--- config.mk ---
export PLATFORM = sky130hd
export DESIGN_NAME = pkt_rx
export DESIGN_NICKNAME = d
export VERILOG_FILES = /design/src/rtl/pkt_rx_pkg.sv /design/src/rtl/pkt_rx_sat_cnt.sv /design/src/rtl/pkt_rx.sv
export SDC_FILE = /design/constraint.sdc
export NUM_CORES = 1
export LEC_CHECK = 0
export CORE_MARGIN = 8
export CORE_UTILIZATION = 50
export DETAILED_ROUTE_END_ITERATION = 12
export PLACE_DENSITY_LB_ADDON = 0.15
export SYNTH_ARGS = -nofsm -noshare
export SYNTH_HDL_FRONTEND = slang
export SYNTH_HIERARCHICAL = 1
export SYNTH_SLANG_ARGS = --single-unit
--- constraint.sdc ---
create_clock -name clk -period 3.7 [get_ports clk]
set_input_delay 0.74 -clock clk [delete_from_list [all_inputs] [get_ports clk]]
set_output_delay 0.74 -clock clk [all_outputs]
set_load 0.05 [all_outputs]
--- src/rtl/pkt_rx_pkg.sv ---
// pkt_rx_pkg
//   Shared definitions for the packet receiver: error codes reported on
//   err_code, FSM state encoding and the status counter width.
package pkt_rx_pkg;

  localparam int CNT_W = 16;

  localparam logic [2:0] ERR_NONE   = 3'd0;
  localparam logic [2:0] ERR_HDR    = 3'd1;
  localparam logic [2:0] ERR_LEN    = 3'd2;
  localparam logic [2:0] ERR_CHK    = 3'd3;
  localparam logic [2:0] ERR_TRUNC  = 3'd4;
  localparam logic [2:0] ERR_ORPHAN = 3'd5;

  typedef enum logic [1:0] {
    ST_IDLE    = 2'd0,
    ST_BODY    = 2'd1,
    ST_DISCARD = 2'd2
  } state_t;

endpackage

--- src/rtl/pkt_rx_sat_cnt.sv ---
// sat_cnt
//   Saturating up-counter; holds at all-ones once reached.
//   clk, rst_n : clock, async active-low reset
//   inc        : add one this cycle
//   cnt        : current count
module sat_cnt
  import pkt_rx_pkg::*;
(
  input  logic             clk,
  input  logic             rst_n,
  input  logic             inc,
  output logic [CNT_W-1:0] cnt
);

  always_ff @(posedge clk or negedge rst_n) begin
    if (!rst_n) begin
      cnt <= '0;
    end else if (inc && (cnt != '1)) begin
      cnt <= cnt + 1'b1;
    end
  end

endmodule

--- src/rtl/pkt_rx.sv ---
// pkt_rx
//   Read-side packet checker for the byte FIFO. Validates the length header
//   and XOR checksum of each packet, pulses pkt_ok / pkt_err one cycle after
//   the deciding beat, keeps saturating good/bad counters, and throttles the
//   FIFO with b_rdy for GAP_CYC cycles after every packet end.
//
//   clk, rst_n                 : clock, async active-low reset
//   din, din_vld, din_sop/eop  : byte stream from the FIFO read port
//   rx_hold                    : downstream hold, forces b_rdy low
//   b_rdy                      : ready back to the FIFO
//   pkt_ok, pkt_len            : good-packet pulse and its payload length
//   pkt_err, err_code          : error pulse and its code
//   ok_cnt, err_cnt            : saturating packet counters
//
//   state      | meaning
//   -----------+-----------------------------------------------------
//   ST_IDLE    | between packets, waiting for a sop beat
//   ST_BODY    | inside a packet with a legal header, counting beats
//   ST_DISCARD | error already reported, dropping beats up to eop
module pkt_rx
  import pkt_rx_pkg::*;
#(
  parameter int MAX_LEN = 200,
  parameter int GAP_CYC = 4
) (
  input  logic             clk,
  input  logic             rst_n,
  input  logic [7:0]       din,
  input  logic             din_vld,
  input  logic             din_sop,
  input  logic             din_eop,
  input  logic             rx_hold,
  output logic             b_rdy,
  output logic             pkt_ok,
  output logic             pkt_err,
  output logic [2:0]       err_code,
  output logic [7:0]       pkt_len,
  output logic [CNT_W-1:0] ok_cnt,
  output logic [CNT_W-1:0] err_cnt
);

  localparam logic [7:0] MAX_L = 8'(MAX_LEN);
  localparam logic [7:0] GAP_L = 8'(GAP_CYC);

  state_t     state_q, state_d;
  // beats seen so far; reaches L+1 (up to 256) when the checksum beat is due
  logic [8:0] cnt_q, cnt_d;
  logic [7:0] len_q, len_d;
  logic [7:0] xor_q, xor_d;
  logic [7:0] gap_q;
  logic       rep_ok, rep_err, pkt_end;
  logic [2:0] rep_code;
  logic       hdr_bad;
  logic [8:0] last_idx;

  assign hdr_bad  = (din == 8'd0) || (din > MAX_L);
  assign last_idx = {1'b0, len_q} + 9'd1;

  always_comb begin
    state_d  = state_q;
    cnt_d    = cnt_q;
    len_d    = len_q;
    xor_d    = xor_q;
    rep_ok   = 1'b0;
    rep_err  = 1'b0;
    rep_code = ERR_NONE;
    pkt_end  = 1'b0;
    if (din_vld) begin
      if (din_sop && (state_q != ST_IDLE)) begin
        // A new sop cuts the old packet short; TRUNC outranks any header
        // fault on the new packet, which is then silently discarded.
        rep_err  = 1'b1;
        rep_code = ERR_TRUNC;
        if (din_eop) begin
          state_d = ST_IDLE;
        end else if (hdr_bad) begin
          state_d = ST_DISCARD;
        end else begin
          state_d = ST_BODY;
          cnt_d   = 9'd1;
          len_d   = din;
          xor_d   = din;
        end
      end else begin
        case (state_q)
          ST_IDLE: begin
            if (din_sop) begin
              if (hdr_bad) begin
                rep_err  = 1'b1;
                rep_code = ERR_HDR;
                state_d  = din_eop ? ST_IDLE : ST_DISCARD;
              end else if (din_eop) begin
                // legal header but the packet ends on it
                rep_err  = 1'b1;
                rep_code = ERR_LEN;
              end else begin
                state_d = ST_BODY;
                cnt_d   = 9'd1;
                len_d   = din;
                xor_d   = din;
              end
            end else if (din_eop) begin
              rep_err  = 1'b1;
              rep_code = ERR_ORPHAN;
            end
          end
          ST_BODY: begin
            if (din_eop) begin
              state_d = ST_IDLE;
              if (cnt_q != last_idx) begin
                rep_err  = 1'b1;
                rep_code = ERR_LEN;
              end else if (xor_q == din) begin
                rep_ok = 1'b1;
              end else begin
                rep_err  = 1'b1;
                rep_code = ERR_CHK;
              end
            end else if (cnt_q == last_idx) begin
              rep_err  = 1'b1;
              rep_code = ERR_LEN;
              state_d  = ST_DISCARD;
            end else begin
              cnt_d = cnt_q + 9'd1;
              xor_d = xor_q ^ din;
            end
          end
          ST_DISCARD: begin
            if (din_eop) begin
              state_d = ST_IDLE;
              pkt_end = 1'b1;
            end
          end
          default: state_d = ST_IDLE;
        endcase
      end
    end
  end

  always_ff @(posedge clk or negedge rst_n) begin
    if (!rst_n) begin
      state_q  <= ST_IDLE;
      cnt_q    <= '0;
      len_q    <= '0;
      xor_q    <= '0;
      gap_q    <= '0;
      pkt_ok   <= 1'b0;
      pkt_err  <= 1'b0;
      err_code <= ERR_NONE;
      pkt_len  <= '0;
    end else begin
      state_q <= state_d;
      cnt_q   <= cnt_d;
      len_q   <= len_d;
      xor_q   <= xor_d;
      pkt_ok  <= rep_ok;
      pkt_err <= rep_err;
      if (rep_err) err_code <= rep_code;
      if (rep_ok)  pkt_len  <= len_q;
      if (rep_ok || rep_err || pkt_end) begin
        gap_q <= GAP_L;
      end else if (gap_q != 8'd0) begin
        gap_q <= gap_q - 8'd1;
      end
    end
  end

  assign b_rdy = (gap_q == 8'd0) && !rx_hold;

  // counters step on the same edge that raises the pulse
  sat_cnt u_ok_cnt  (.clk(clk), .rst_n(rst_n), .inc(rep_ok),  .cnt(ok_cnt));
  sat_cnt u_err_cnt (.clk(clk), .rst_n(rst_n), .inc(rep_err), .cnt(err_cnt));

endmodule

==> reports/results.ini <==
[cts]
cts_sinks = 80
cts_setup_buffers = 0
insertion_delay_ns = 0.35
cts-root-buf = clkbuf_8
cts_tree = done
h-tree-depth = 3
cts_buffer_depth = 2
clkTransAtPathRegs_ns = 0.08
cts_made_buffers = 9

[worst_setup_path]
endpoint_kind = flip-flop
reg2reg_depth = 11
crit_arrival_ns = 3.67
path_cells = ha_1, nand3_1, xnor2_1, nor3_1, o211ai_4, or2_1, o221ai_2, nand4_1, nor4_2, a31oi_1, a41oi_1
max_stage_delay_ns = 0.54
worstReg2RegStart = len_q[0]
r2r_end = u_err_cnt/cnt[15]
crit_required_ns = 3.95
start_kind = flip-flop
path_buf_inv = 0
slowest_stage = nor4_2
crit_type = reg -> reg
worst-path-max-fanout = 7
r2r_slack_ns = 0.28
critPathTopFamily = simple AND/OR/NAND/NOR gates

[global_routing]
grt.total_usage_pct = 17.60
grt_pass1_vias = 3528
gr-total-overflow = 0
grt_pass1_wl_mm = 17.15
antenna_found_initial = 0
grt_start_max_net_pins = 81

[route]
vias_per_cell = 6.026
drt_iter0_markers = 272
drc_errors = 0
ant_nets = 0
avgRoutedWirePerCell_um = 16.64
num_vias = 3718
drtPass1Iterations = 5
wl_mm = 10.27

[pwr]
total_power_w = 0.002620
powerDensity_mw_per_mm2 = 489.8
peakVddDrop_uv = 198.8
p_leak_nw = 2.244

[timing]
slew_headroom_pct = 32.97
fmax_ghz = 0.2925
fin_worst_skew_ns = 0.01544
setup_tns_ns = 0
finalSetupViolCount = 0
hold_viol_final = 0
finalCritPeriodShare_pct = 92.40
report.final.slew_viol_count = 0
rsz0062_at_grt = no
tightest_slew_ns = 1.005
worst_slack_ns = 0.2811
period_needed_ns = 3.419

[floorplan]
fp.coreArea_mm2 = 0.008678
die_w_um = 110.2
num_io_pins = 60
die_y_um = 110.2
die_area_mm2 = 0.01214
start_util_pct = 51.08
rows = 34

[final_layout]
drive_gt1_share_pct = 10.61
fin_util_pct = 61.65
mostFrequentLayoutCells = 80 x dfrtp_1, 57 x clkdlybuf4s50_1, 55 x nand2_1
syn_to_final_growth_pct = 20.69
fin_area_mm2 = 0.005350
fin_nets = 523
mostFrequentLayoutCell = dfrtp_1
antenna_cells = 0

[logic_synthesis]
syn-num-nets = 464
synth.yosys.warnings = 6
synth_edf_count = 0
synthCells = 445
synth_top_flop_cell = dfrtp_1
ys_seq_area_share_pct = 45.16
synth_cell_types = 67
ys_ff_latch = 80
syn_area_per_cell_um2 = 9.962
async_reset_ff_share_pct = 100.0
syn_area_mm2 = 0.004433

[min_path]
hold_path_class = reg -> reg
hold_path_depth = 1
hold_start = pkt_len[3]
whs_endpoint = pkt_len[3]

[placement]
hpwl_mm = 7.305
post_dp_cell_area_mm2 = 0.005114
portBuffers = 59
gp_congestion = 0.9044
post-place-ws_ns = 0.2570

[run]
drv_cap = 0

[outcome]
status = finished, final reports clean

## Yosys cell counts, types with 9 or more instances
library cell  count  area share, %
xnor2_1          27            5.3
nand4_1          15            2.1
nand2_1          55            4.7
o21ai_0          15            1.7
nor2_1           18            1.5
clkbuf_1          9           0.76
xor2_1           13            2.6
mux2_2           13            3.3
nor3_1           25            2.8
inv_1             9           0.76
nand3_1          29            3.3
dfrtp_1          80             45
a21oi_1          11            1.2
## layout make-up
| class | count | area [um2] |
|---|---|---|
| multi-input cells | 339 | 2322 |
| clock inverters | 5 | 80.08 |
| inverters | 9 | 33.78 |
| clock buffers | 11 | 141.4 |
| repair buffers | 65 | 635.6 |
| well taps | 108 | 135.1 |
| flip-flops and latches | 80 | 2002 |
| fillers | 770 | 3328 |
## logic make-up after synthesis
kind of cell | Yosys count | synth area share [%]
and+or+nand+nor | 194 | 23.85
AOI/OAI and AO/OA | 81 | 14.14
DFF | 80 | 45.16
xor gates and xnor gates | 40 | 7.903
buffers and inverters | 26 | 2.738
muxes | 19 | 4.798
adders and majority gates | 5 | 1.411
## how the worst max path moves through the flow
stage,startpoint,cells past startpoint,slack (ns),endpoint
4_1_cts,gap_q[0],7,0.11,b_rdy
3_3_place_gp,din[4],11,0.35,u_ok_cnt/cnt[13]
6_report,len_q[0],11,0.28,u_err_cnt/cnt[15]
5_1_grt,len_q[0],11,0.10,u_err_cnt/cnt[15]
3_5_place_dp,din[6],11,0.26,u_ok_cnt/cnt[11]
2_1_floorplan,cnt_q[6],11,0.52,u_err_cnt/cnt[15]
## power breakdown
group | total, W | switching, W | internal (W) | leakage (nW)
Clock | 0.000717 | 0.000319 | 0.000398 | 0.106
Combinational | 0.000738 | 0.000433 | 0.000305 | 1.08
Sequential | 0.00117 | 0.000167 | 0.000998 | 1.05
## worst register-to-register path, cell delays in order (launching register included)
cell      delay, ns
dfrtp_1        0.48
ha_1           0.23
nand3_1        0.17
xnor2_1        0.19
nor3_1         0.30
o211ai_4       0.22
or2_1          0.32
o221ai_2       0.27
nand4_1        0.27
nor4_2         0.54
a31oi_1        0.16
a41oi_1        0.20
## per-layer routing
| layer | up-vias | GRT usage [%] | part of all wire (%) |
|---|---|---|---|
| li1 | 1744 | - | - |
| met1 | 1851 | 24.67 | 47 |
| met2 | 111 | 26.24 | 45 |
| met3 | 12 | 3.953 | 6.2 |
| met4 | 0 | 6.089 | 1.1 |
| met5 | - | 0 | 0 |
## flip-flops by register name, indices dropped and copies added, names as in the netlist
| signal | cells |
|---|---|
| xor_q | 8 |
| pkt_ok | 1 |
| pkt_len | 8 |
| u_ok_cnt/cnt | 16 |
| len_q | 8 |
| err_code | 3 |
| cnt_q | 9 |
| state_q | 2 |
| pkt_err | 1 |
| gap_q | 8 |
| u_err_cnt/cnt | 16 |
## what timing repair did
item                       4_1_cts  5_1_grt
hold buffers                     0        0
setup endpoints to repair        0        3
resized for setup                0        3
## metrics by stage
stage	std cells	hold WS, ns
3_5_place_dp	601	0.4941
4_1_cts	617	0.5114
3_3_place_gp	601	0.4902
2_1_floorplan	445	0.4444
6_report	617	0.5083
5_1_grt	617	0.5313
No activity file was read; power rests on OpenSTA's default activity.
